`config.mk`:
```
export PLATFORM = sky130hd
export DESIGN_NAME = uart_rx_os
export DESIGN_NICKNAME = d
export VERILOG_FILES = /design/src/rtl/uart_pkg.sv /design/src/rtl/uart_os_tick.sv /design/src/rtl/uart_rx_os.sv
export SDC_FILE = /design/constraint.sdc
export NUM_CORES = 1
export LEC_CHECK = 0
export CORE_MARGIN = 10
export CORE_UTILIZATION = 54
export DETAILED_ROUTE_END_ITERATION = 8
export PLACE_DENSITY = 0.78
export SLEW_MARGIN = 20
export SYNTH_ARGS = -nofsm -noshare
export SYNTH_HDL_FRONTEND = slang
export SYNTH_SLANG_ARGS = --single-unit
```
`constraint.sdc`:
```
create_clock -name clk -period 2.38 [get_ports clk]
set_clock_uncertainty 0.1 [all_clocks]
set_input_delay 0.476 -clock clk [delete_from_list [all_inputs] [get_ports clk]]
set_output_delay 0.476 -clock clk [all_outputs]
set_load 0.02 [all_outputs]
```
`src/rtl/uart_pkg.sv`:
```
// Shared types and constants for the oversampling UART receiver.
package uart_pkg;

  typedef enum logic [1:0] {IDLE, START, DATA, STOP} rx_state_t;

  localparam int   FRAME_DATA_BITS = 8;
  localparam logic STOP_VAL        = 1'b1;

  function automatic logic majority3(input logic a, input logic b, input logic c);
    return (a & b) | (a & c) | (b & c);
  endfunction

endpackage

```
`src/rtl/uart_os_tick.sv`:
```
// Oversample tick generator: down-counter that pulses tick on terminal count.
module uart_os_tick #(
  parameter int CLK_FREQ   = 50_000_000,
  parameter int BAUD_RATE  = 115200,
  parameter int OVERSAMPLE = 16
) (
  input  logic clk,
  input  logic rst_,
  input  logic restart,
  output logic tick
);

  localparam int DIV = CLK_FREQ / (BAUD_RATE * OVERSAMPLE);
  localparam int CW  = (DIV > 1) ? $clog2(DIV) : 1;

  logic [CW-1:0] cnt;

  always_ff @(posedge clk or negedge rst_) begin
    if (!rst_) begin
      cnt <= '0;
    end else if (restart || cnt == '0) begin
      cnt <= CW'(DIV - 1);
    end else begin
      cnt <= cnt - 1'b1;
    end
  end

  assign tick = (cnt == '0) && !restart;

endmodule

```
`src/rtl/uart_rx_os.sv`:
```
// Oversampling UART receiver with majority-vote bit decisions and a small show-ahead FIFO.
//   state | meaning
//   IDLE  | waiting for a synchronized falling edge
//   START | validating the start bit, false starts return to IDLE
//   DATA  | shifting in 8 data bits, LSB first
//   STOP  | stop-bit decision: push byte or flag framing error
module uart_rx_os
  import uart_pkg::*;
#(
  parameter int CLK_FREQ   = 50_000_000,
  parameter int BAUD_RATE  = 115200,
  parameter int OVERSAMPLE = 16,
  parameter int FIFO_DEPTH = 4
) (
  input  logic       clk,
  input  logic       rst_,
  input  logic       rx_serial,
  input  logic       rd_en,
  output logic [7:0] rx_data,
  output logic       rx_valid,
  output logic       rx_error,
  output logic       rx_overrun,
  output logic       rx_busy
);

  localparam int AW = $clog2(FIFO_DEPTH);
  localparam int SW = $clog2(OVERSAMPLE);
  localparam logic [SW-1:0] S_LO  = SW'(OVERSAMPLE / 2 - 1);
  localparam logic [SW-1:0] S_MID = SW'(OVERSAMPLE / 2);
  localparam logic [SW-1:0] S_HI  = SW'(OVERSAMPLE / 2 + 1);
  localparam logic [SW-1:0] S_END = SW'(OVERSAMPLE - 1);

  rx_state_t     state;
  logic          sync1, sync2, rx_prev;
  logic [SW-1:0] samp_cnt;
  logic [2:0]    bit_cnt;
  logic          smp_a, smp_b;
  logic [7:0]    shreg;
  logic          tick, fall, restart, decide, bit_val, push;

  logic [7:0]    mem [FIFO_DEPTH];
  logic [AW:0]   wr_ptr, rd_ptr;
  logic          empty, full, pop, wr_ok;

  // rx_prev gives edge detection on the already-synchronized line
  always_ff @(posedge clk or negedge rst_) begin
    if (!rst_) begin
      {sync1, sync2, rx_prev} <= 3'b111;
    end else begin
      {sync1, sync2, rx_prev} <= {rx_serial, sync1, sync2};
    end
  end

  assign fall    = rx_prev & ~sync2;
  assign restart = (state == IDLE) & fall;
  assign decide  = tick && (samp_cnt == S_HI);
  assign bit_val = majority3(smp_a, smp_b, sync2);
  assign push    = (state == STOP) && decide && (bit_val == STOP_VAL);

  uart_os_tick #(
    .CLK_FREQ  (CLK_FREQ),
    .BAUD_RATE (BAUD_RATE),
    .OVERSAMPLE(OVERSAMPLE)
  ) u_tick (
    .clk    (clk),
    .rst_   (rst_),
    .restart(restart),
    .tick   (tick)
  );

  always_ff @(posedge clk or negedge rst_) begin
    if (!rst_) begin
      state    <= IDLE;
      samp_cnt <= '0;
      bit_cnt  <= '0;
      smp_a    <= 1'b0;
      smp_b    <= 1'b0;
      shreg    <= '0;
      rx_error <= 1'b0;
    end else begin
      rx_error <= 1'b0;
      case (state)
        IDLE: begin
          if (fall) begin
            state    <= START;
            samp_cnt <= '0;
            bit_cnt  <= '0;
          end
        end
        default: begin
          if (tick) begin
            samp_cnt <= (samp_cnt == S_END) ? '0 : samp_cnt + 1'b1;
            if (samp_cnt == S_LO)  smp_a <= sync2;
            if (samp_cnt == S_MID) smp_b <= sync2;
            case (state)
              START: begin
                if (decide && bit_val) state <= IDLE;
                else if (samp_cnt == S_END) state <= DATA;
              end
              DATA: begin
                if (decide) shreg <= {bit_val, shreg[7:1]};
                if (samp_cnt == S_END) begin
                  bit_cnt <= bit_cnt + 1'b1;
                  if (bit_cnt == 3'(FRAME_DATA_BITS - 1)) state <= STOP;
                end
              end
              STOP: begin
                // leave mid-bit so a frame starting right after the stop bit is caught
                if (decide) begin
                  state    <= IDLE;
                  rx_error <= (bit_val != STOP_VAL);
                end
              end
              default: state <= IDLE;
            endcase
          end
        end
      endcase
    end
  end

  assign rx_busy = (state != IDLE);

  assign empty = (wr_ptr == rd_ptr);
  assign full  = (wr_ptr[AW] != rd_ptr[AW]) && (wr_ptr[AW-1:0] == rd_ptr[AW-1:0]);
  assign pop   = rd_en & ~empty;
  assign wr_ok = push & (~full | pop);

  always_ff @(posedge clk or negedge rst_) begin
    if (!rst_) begin
      wr_ptr     <= '0;
      rd_ptr     <= '0;
      rx_overrun <= 1'b0;
      for (int i = 0; i < FIFO_DEPTH; i++) mem[i] <= '0;
    end else begin
      rx_overrun <= push & full & ~pop;
      if (wr_ok) begin
        mem[wr_ptr[AW-1:0]] <= shreg;
        wr_ptr              <= wr_ptr + 1'b1;
      end
      if (pop) rd_ptr <= rd_ptr + 1'b1;
    end
  end

  assign rx_data  = mem[rd_ptr[AW-1:0]];
  assign rx_valid = ~empty;

endmodule

```
==> flow_summary.yaml, run 1 <==
run_status:
  status: "finished, final reports clean"
floorplanning:
  coreArea_um2: 5990
  die_y_um: 98.9
  ios: 16
  die_area_um2: 9780
  start_util_pct: 56.1
  fp.dieW_um: 98.9
  row_count: 28
logic_synthesis:
  synth.distinct_cells: 44
  syn_area_per_cell_um2: 14.2
  ys_top_cells_by_count: "dfrtp_1 (64), mux2_4 (32), nand2_1 (23)"
  synth_area_um2: 3360
  synth_edf_count: 0
  synth_top_area_share_pct: 47.6
  yosys-top-cells-area: "dfrtp_1 (48%), mux2_4 (14%), ha_1 (6.0%), mux4_2 (5.4%), mux2_2 (4.0%)"
  synth_ff_type: "dfrtp_1"
  syn_inst: 237
  synth_most_common_cell: "dfrtp_1"
  ys_async_sr_fraction_pct: 100
  synth_top_cell_by_area: "dfrtp_1"
  seq_area_frac_synth_pct: 50.0
  synth-seq-cells: 67
  yosysWarnings: 0
  synth.net_count: 257
critical_path:
  startpoint_type: "register"
  arrival_ns: 1.73
  cp_max_fo: 8
  r2r-start: "samp_cnt[0]"
  r2r_slack_ns: 0.10
  cp-end-kind: "output port"
  r2r_cells: 7
  required_ns: 1.80
  rr_endpoint: "state[0]"
  worstSetupPathType: "register to output port"
clock_tree:
  cts_num_sinks: 67
  cts_buffer_depth: 2
  cts_tree: "built"
  cts_buffers: 9
  insertion_delay_ns: 0.34
  htree_levels: 3
  clkSlewWorstSetupHoldPaths_ns: 0.07
  root_buffer: "clkbuf_8"
timing:
  max-slew-margin-rel_pct: 51.4
  final.min_clock_period_ns: 2.30
  worstMarginPinSlew_ns: 0.711
  holdWs_ns: 0.00602
  fin_crit_sh_pct: 96.7
  hold_violations: 0
  slew_viol_final: 0
  fmax_mhz: 435
  finalSetupViolations: 0
drt:
  vias_per_cell: 5.43
  wl_per_cell_um: 16.0
  initialDrtViolationCount: 58
  num_vias: 1926
  dr.pass1.iters: 4
  final_antenna_net_count: 0
  finalWirelength_mm: 5.68
  drc: 0
global_route:
  track_usage_pct: 12.0
  grt_max_degree: 35
  antenna_found_initial: 0
  grt_pass1_wl_mm: 9.68
  grt_pass1_vias: 2043
  grt_overflow: 0
run:
  cap_viol_max_count: 0
finish:
  syn2layout_area_growth_pct: 15.9
  nNetsFinal: 295
  drive_gt1_share_pct: 35.4
  num_antenna_cells: 0
  finalInstanceArea_um2: 3900
  fillers: 406
worst_hold_path:
  hp-class: "primary input to asynchronous set/reset pin"
placed_design:
  place_congestion: 0.829
  io_buffers: 15
  dp_hpwl_mm: 4.06
  placed_cell_area_um2: 3680
pwr:
  vdd_drop_max_mv: 0.543
  power_density_nw_per_um2: 781
  p_leak_nw: 1.94
layout make-up:
class | count | area, um2 | area share [%]
Clock buffer | 11 | 141 | 3.63
Clock inverter | 5 | 37.5 | 0.963
Inverter | 10 | 37.5 | 0.963
Multi-Input combinational cell | 155 | 1610 | 41.3
Sequential cell | 67 | 1680 | 43.1
Tap cell | 75 | 93.8 | 2.41
Timing Repair Buffer | 32 | 298 | 7.64
sequential cells by signal, summed over array words and instances (netlist names):
| register | flops |
|---|---|
| sync2 | 1 |
| bit_cnt | 3 |
| rx_prev | 1 |
| wr_ptr | 3 |
| u_tick.cnt | 5 |
| smp_a | 1 |
| sync1 | 1 |
| shreg | 8 |
| rx_error | 1 |
| rx_overrun | 1 |
| state | 2 |
| smp_b | 1 |
| mem | 32 |
| rd_ptr | 3 |
| samp_cnt | 4 |
worst max path at each step:
stage | startpoint | endpoint | slack [ns] | cells past startpoint
after floorplan | u_tick.cnt[0] | mem[0] | 0.09 | 9
after global placement | u_tick.cnt[0] | mem[5] | 0.02 | 7
after detailed placement | u_tick.cnt[0] | mem[5] | -0.01 | 7
after CTS | rd_ptr[0] | rx_data[5] | 0.05 | 3
after global routing | state[0] | state[0] | -0.002 | 8
final | rd_ptr[0] | rx_data[5] | 0.08 | 3
stage by stage:
step / worst slack (ns) / TNS [ns] / utilization, % / total power [mW] / cells
final: 0.0789 / 0 / 65.1 / 3.04 / 355
after global routing: -0.00224 / -0.00224 / 65.1 / 3.24 / 355
after CTS: 0.0469 / 0 / 64.4 / 3.07 / 352
after detailed placement: -0.00952 / -0.0482 / 61.4 / 2.23 / 335
after global placement: 0.0198 / 0 / 61.4 / 2.21 / 335
after floorplan: 0.0880 / 0 / - / 1.94 / 237
power breakdown:
| group | switching, mW | internal (mW) | total (mW) |
|---|---|---|---|
| logic | 0.397 | 0.407 | 0.804 |
| registers | 0.141 | 1.26 | 1.40 |
| clock network | 0.433 | 0.410 | 0.843 |
| total | 0.971 | 2.07 | 3.04 |
layer usage:
metal	track usage, %	part of all wire, %	up-vias
li1	-	-	922
met1	14.5	47	973
met2	19.5	49	23
met3	3.84	3.4	8
met4	4.63	1.2	0
met5	0	0	-
cell families (layout without fill, tap and decap cells):
kind of cell | Yosys count | in the layout | share of synthesized area [%]
simple gates | 57 | 57 | 11.3
buf+inv | 15 | 58 | 2.46
mux | 53 | 53 | 24.0
xor+xnor | 10 | 10 | 2.61
fa+ha+maj | 16 | 16 | 5.95
compound gates | 19 | 19 | 3.72
flops | 67 | 67 | 50.0
worst max-delay path: stages (launching register included):
cell	delay, ns
dfrtp_1	0.40
buf_12	0.15
mux4_2	0.50
dlygate4sd2_1	0.34
cell usage in the layout, fill, tap and decap left out, types with 2 or more instances in the layout:
cell type / synthesis / layout
o21ai_0: 5 / 5
dfrtp_1: 64 / 63
o22ai_1: 2 / 2
nand4b_1: 2 / 2
xnor2_1: 10 / 10
nand2_8: 4 / 4
dfstp_2: 3 / 3
clkdlybuf4s50_1: 0 / 4
clkbuf_8: 0 / 10
ha_1: 16 / 16
nand2_1: 23 / 23
buf_4: 0 / 14
o211ai_1: 3 / 3
mux2_2: 12 / 12
nor3b_1: 2 / 2
mux2_4: 32 / 32
mux4_2: 8 / 8
nor2_1: 6 / 6
inv_1: 10 / 10
clkinvlp_4: 0 / 2
nand3_1: 3 / 3
a21oi_1: 3 / 3
nor3_1: 2 / 2
nor2b_1: 2 / 2
buf_12: 1 / 3
dlygate4sd2_1: 0 / 10
timing repair:
item	CTS	global route
buffers inserted	1	3
pin swaps	1	0
hold buffers	0	0
resized for setup	12	1
endpoints found under the setup margin	30	30
(Power assumes the default switching activity.)
==> run 2, diff against run 1 <==
--- a/config.mk
+++ b/config.mk
@@ -5,10 +5,11 @@
 export SDC_FILE = /design/constraint.sdc
 export NUM_CORES = 1
 export LEC_CHECK = 0
+export ABC_CLOCK_PERIOD_IN_PS = 2380
 export CORE_MARGIN = 10
 export CORE_UTILIZATION = 54
 export DETAILED_ROUTE_END_ITERATION = 8
-export PLACE_DENSITY = 0.78
+export PLACE_DENSITY = 0.75
 export SLEW_MARGIN = 20
 export SYNTH_ARGS = -nofsm -noshare
 export SYNTH_HDL_FRONTEND = slang
==> flow_summary.yaml, run 2 (same netlist as run 1, synthesis figures left out) <==
clock_tree:
  clkSlewWorstSetupHoldPaths_ns: 0.07
  cts_buffer_depth: 2
  insertion_delay_ns: 0.35
  htree_levels: 3
  root_buffer: "clkbuf_8"
  cts_tree: "built"
  cts_buffers: 9
  cts_num_sinks: 67
placed_design:
  place_congestion: 0.813
  placed_cell_area_um2: 3670
  dp_hpwl_mm: 4.29
  io_buffers: 15
  dp_cells: 334
critical_path:
  rr_endpoint: "state[0]"
  cp_max_fo: 7
  worstSetupPathType: "register to register"
  required_ns: 2.51
  startpoint_type: "register"
  r2r_cells: 7
  r2r-start: "samp_cnt[0]"
  arrival_ns: 2.45
  cp-end-kind: "register"
  r2r_slack_ns: 0.05
floorplanning:
  die_area_um2: 9780
  fp.dieW_um: 98.9
  die_y_um: 98.9
  coreArea_um2: 5990
  start_util_pct: 56.1
  row_count: 28
  ios: 16
timing:
  slew_viol_final: 0
  finalSetupViolations: 0
  worstMarginPinSlew_ns: 0.625
  fmax_mhz: 430
  fin_crit_sh_pct: 97.7
  hold_violations: 15
  holdWs_ns: -0.00662
  max-slew-margin-rel_pct: 57.3
  grt_setup_unrepaired: "false"
  final.min_clock_period_ns: 2.33
finish:
  drive_gt1_share_pct: 35.5
  largest_reg_flops: 32
  num_antenna_cells: 0
  top_register: "mem"
  final_cells: 351
  top_regs: "mem: 32 flops, shreg: 8 flops, u_tick.cnt: 5 flops"
  fillers: 419
  finalInstanceArea_um2: 3900
  nNetsFinal: 291
  mostFrequentLayoutCells: "dfrtp_1 (63), mux2_4 (32), nand2_1 (23)"
  final_common_cell: "dfrtp_1"
  syn2layout_area_growth_pct: 16.1
pwr:
  pwr-share-clk_pct: 32.3
  comb_power_share_pct: 24.7
  p_seq_share_pct: 43.0
  p_leak_nw: 1.92
  power_density_nw_per_um2: 838
  power.internal_mw: 2.27
  power.total_mw: 3.27
  switchingPower_uw: 996
  vdd_drop_max_mv: 0.570
  swShare_pct: 30.5
global_route:
  grt_max_degree: 46
  track_usage_pct: 13.0
  grt_pass1_wl_mm: 10.3
  grt_overflow: 0
  grt_pass1_vias: 2082
  antenna_found_initial: 0
run_status:
  violations: "hold timing"
  status: "finished, violations left"
drt:
  drc: 0
  wl_per_cell_um: 17.3
  final_antenna_net_count: 0
  dr.pass1.iters: 4
  finalWirelength_mm: 6.08
  initialDrtViolationCount: 53
  vias_per_cell: 5.51
  num_vias: 1935
run:
  cap_viol_max_count: 0
worst_hold_path:
  hp-class: "primary input to asynchronous set/reset pin"
==> run 2: worst max path at each step <==
stage	start	slack (ns)	end	cells after the start
3_3_place_gp	u_tick.cnt[0]	0.03	mem[0]	7
3_5_place_dp	u_tick.cnt[0]	-0.03	mem[3]	7
4_1_cts	rd_ptr[0]	0.02	rx_data[6]	3
6_report	samp_cnt[0]	0.05	state[0]	7
5_1_grt	u_tick.cnt[0]	0.002	mem[14]	7
2_1_floorplan	u_tick.cnt[0]	0.09	mem[0]	9
==> run 2: routing by layer <==
layer | vias to the layer above | part of all wire, % | track usage, %
li1 | 916 | - | -
met1 | 990 | 42 | 15.0
met2 | 16 | 53 | 21.7
met3 | 13 | 3.2 | 4.12
met4 | 0 | 1.7 | 5.62
met5 | - | 0 | 0
==> run 2: layout make-up <==
class | instances | area [um2] | area share, %
inverters | 10 | 37.5 | 0.962
multi-input cells | 155 | 1610 | 41.1
well taps | 75 | 93.8 | 2.40
flip-flops and latches | 67 | 1680 | 43.1
repair buffers | 28 | 259 | 6.63
clock inverters | 6 | 88.8 | 2.28
clock buffers | 10 | 138 | 3.53
==> run 2: repair_timing <==
item / 4_1_cts / 5_1_grt
setup endpoints to repair: 40 / 5
resized for setup: 12 / 6
pin swaps: 1 / 1
setup buffers: 0 / 1
hold buffers: 0 / 0
cloned: 0 / 0
==> run 2: through the flow <==
| stage | utilization, % | setup WS, ns | setup TNS [ns] |
|---|---|---|---|
| detailed placement | 61.3 | -0.0306 | -0.286 |
| CTS | 64.9 | 0.0214 | 0 |
| global route | 65.2 | 0.00178 | 0 |
| finish | 65.2 | 0.0536 | 0 |
| global placement | 61.3 | 0.0288 | 0 |
| floorplan | - | 0.0880 | 0 |
==> run 2: worst max-delay path, stage by stage, from the launching register on <==
cell	delay, ns
dfrtp_1	0.46
ha_1	0.25
nand3b_1	0.26
nor2_8	0.04
buf_4	0.14
a2111oi_0	0.60
a211oi_1	0.18
a2bb2oi_1	0.17
==> run 2: power by group through the flow <==
| stage | clock [mW] | sequential [mW] | combinational [mW] |
|---|---|---|---|
| floorplan | 0 | 1.36 | 0.577 |
| global placement | 0 | 1.41 | 0.777 |
| detailed placement | 0 | 1.42 | 0.809 |
| CTS | 1.08 | 1.40 | 0.806 |
| finish | 1.06 | 1.41 | 0.807 |
| global route | 1.12 | 1.42 | 0.901 |
==> run 3, diff against run 2 <==
--- a/config.mk
+++ b/config.mk
@@ -5,11 +5,12 @@
 export SDC_FILE = /design/constraint.sdc
 export NUM_CORES = 1
 export LEC_CHECK = 0
-export ABC_CLOCK_PERIOD_IN_PS = 2380
+export ABC_CLOCK_PERIOD_IN_PS = 2400
 export CORE_MARGIN = 10
-export CORE_UTILIZATION = 54
+export CORE_UTILIZATION = 55
 export DETAILED_ROUTE_END_ITERATION = 8
-export PLACE_DENSITY = 0.75
+export PLACE_DENSITY = 0.74
+export RECOVER_POWER = 50
 export SLEW_MARGIN = 20
 export SYNTH_ARGS = -nofsm -noshare
 export SYNTH_HDL_FRONTEND = slang
==> constraint.sdc (replaced) <==
create_clock -name clk -period 2.4 [get_ports clk]
set_clock_uncertainty 0.1 [all_clocks]
set_input_delay 0.48 -clock clk [delete_from_list [all_inputs] [get_ports clk]]
set_output_delay 0.48 -clock clk [all_outputs]
set_load 0.02 [all_outputs]
==> flow_summary.yaml, run 3 (same netlist as run 1, synthesis figures left out) <==
floorplanning:
  die_y_um: 98.2
  row_count: 28
  die_area_um2: 9640
  ios: 16
  fp.dieW_um: 98.2
  start_util_pct: 56.8
  coreArea_um2: 5920
clock_tree:
  insertion_delay_ns: 0.34
  htree_levels: 3
  root_buffer: "clkbuf_8"
  cts_buffers: 9
  cts_num_sinks: 67
  cts_tree: "built"
  clkSlewWorstSetupHoldPaths_ns: 0.07
  cts_buffer_depth: 2
run:
  cap_viol_max_count: 1
timing:
  final.min_clock_period_ns: 2.31
  finalSetupViolations: 0
  max-slew-margin-rel_pct: -6.85
  fin_crit_sh_pct: 96.5
  hold_violations: 0
  fmax_mhz: 432
  holdWs_ns: 0.261
  slew_viol_final: 68
  fin_ws_ns: 0.0850
  worstMarginPinSlew_ns: 1.60
  setup_tns_ns: 0
drt:
  dr.pass1.iters: 4
  num_vias: 1898
  initialDrtViolationCount: 64
  final_antenna_net_count: 0
  finalWirelength_mm: 5.91
  vias_per_cell: 5.41
  wl_per_cell_um: 16.8
  drc: 0
worst_hold_path:
  hp-start: "sync1"
  holdPathEnd: "sync2"
  hp-class: "register to register"
  hold_depth: 0
global_route:
  grt_max_degree: 68
  grt_pass1_wl_mm: 10.0
  antenna_found_initial: 0
  grt_overflow: 0
  track_usage_pct: 12.8
  grt_pass1_vias: 1994
critical_path:
  cp_max_fo: 11
  arrival_ns: 1.73
  required_ns: 1.82
  cp_num_buf_inv: 2
  r2r_cells: 7
  worstSetupPathType: "register to output port"
  r2r_slack_ns: 0.10
  cpPeakStageDelay_ns: 0.51
  crit_slowest_cell: "mux4_2"
  critPathTopFamily: "multiplexers"
  cp-startpoint: "rd_ptr[0]"
  cp-end-kind: "output port"
  startpoint_type: "register"
  rr_endpoint: "mem[31]"
  r2r-start: "u_tick.cnt[0]"
  crit_chain: "buf_12 -> mux4_2 -> dlygate4sd2_1"
finish:
  multi_input_area_um2: 1610
  final_common_cell: "dfrtp_1"
  top_regs: "mem: 32 flops, shreg: 8 flops, u_tick.cnt: 5 flops"
  fillers: 443
  largest_reg_flops: 32
  fin_util_pct: 64.9
  num_antenna_cells: 0
  top_register: "mem"
  nNetsFinal: 291
  mostFrequentLayoutCells: "dfrtp_1 (63), mux2_4 (32), nand2_1 (23)"
  register_area_um2: 1680
  drive_gt1_share_pct: 34.8
  syn2layout_area_growth_pct: 14.3
placed_design:
  pre_cts_slack_ns: -0.00837
  dp_hpwl_mm: 4.00
  io_buffers: 15
  place_congestion: 0.772
pwr:
  power_density_nw_per_um2: 786
  power.total_mw: 3.02
  p_leak_nw: 1.91
  vdd_drop_max_mv: 0.629
run_status:
  violations: "capacitance limit, slew limit"
  status: "finished, violations left"
[run 3: cell types whose count changed in the layout (fill, tap and decap cells not counted), sizes merged]
cell / previous run / this run
buf: 14 / 13
dlygate4sd2: 7 / 10
dlygate4sd3: 0 / 1
clkbuf: 10 / 11
clkinv: 2 / 3
clkdlybuf4s15: 3 / 0
clkinvlp: 2 / 3
bufinv: 2 / 0
clkdlybuf4s50: 4 / 3
[run 3: layout make-up]
type | instances | share of cell area [%]
Multi-Input combinational cell | 155 | 41.9
Clock buffer | 10 | 3.58
Clock inverter | 6 | 1.07
Sequential cell | 67 | 43.8
Tap cell | 75 | 2.44
Timing Repair Buffer | 28 | 6.25
Inverter | 10 | 0.977
[run 3: routing by layer]
metal	vias up	part of all wire, %	GRT usage (%)
li1	916	-	-
met3	8	4.1	5.29
met4	0	1.3	4.85
met1	951	46	15.4
met5	-	0	0
met2	23	48	20.3
[run 3: report_power, final]
part	leakage, nW	switching [mW]	total, mW	internal, mW
logic	0.951	0.405	0.797	0.392
registers	0.872	0.139	1.38	1.25
clock network	0.0843	0.436	0.836	0.400
total	1.91	0.979	3.02	2.04
[run 3: how the worst max path moves through the flow]
| stage | slack [ns] | cells after the start | endpoint |
|---|---|---|---|
| floorplan | 0.11 | 9 | mem[0] |
| global placement | 0.04 | 7 | mem[6] |
| detailed placement | -0.008 | 7 | mem[2] |
| CTS | 0.007 | 7 | mem[2] |
| global route | -0.0004 | 7 | mem[25] |
| finish | 0.09 | 3 | rx_data[6] |
[run 3: through the flow]
stage | cells | instance area, um2
4_1_cts | 350 | 3840
3_5_place_dp | 333 | 3660
3_3_place_gp | 333 | 3660
6_report | 351 | 3840
5_1_grt | 351 | 3840
2_1_floorplan | 237 | 3360
[run 3: repair_timing]
item / 4_1_cts / 5_1_grt
resized for setup: 11 / 5
hold buffers: 0 / 0
setup buffers: 1 / 1
endpoints found under the setup margin: 34 / 43
pin swaps: 1 / 3
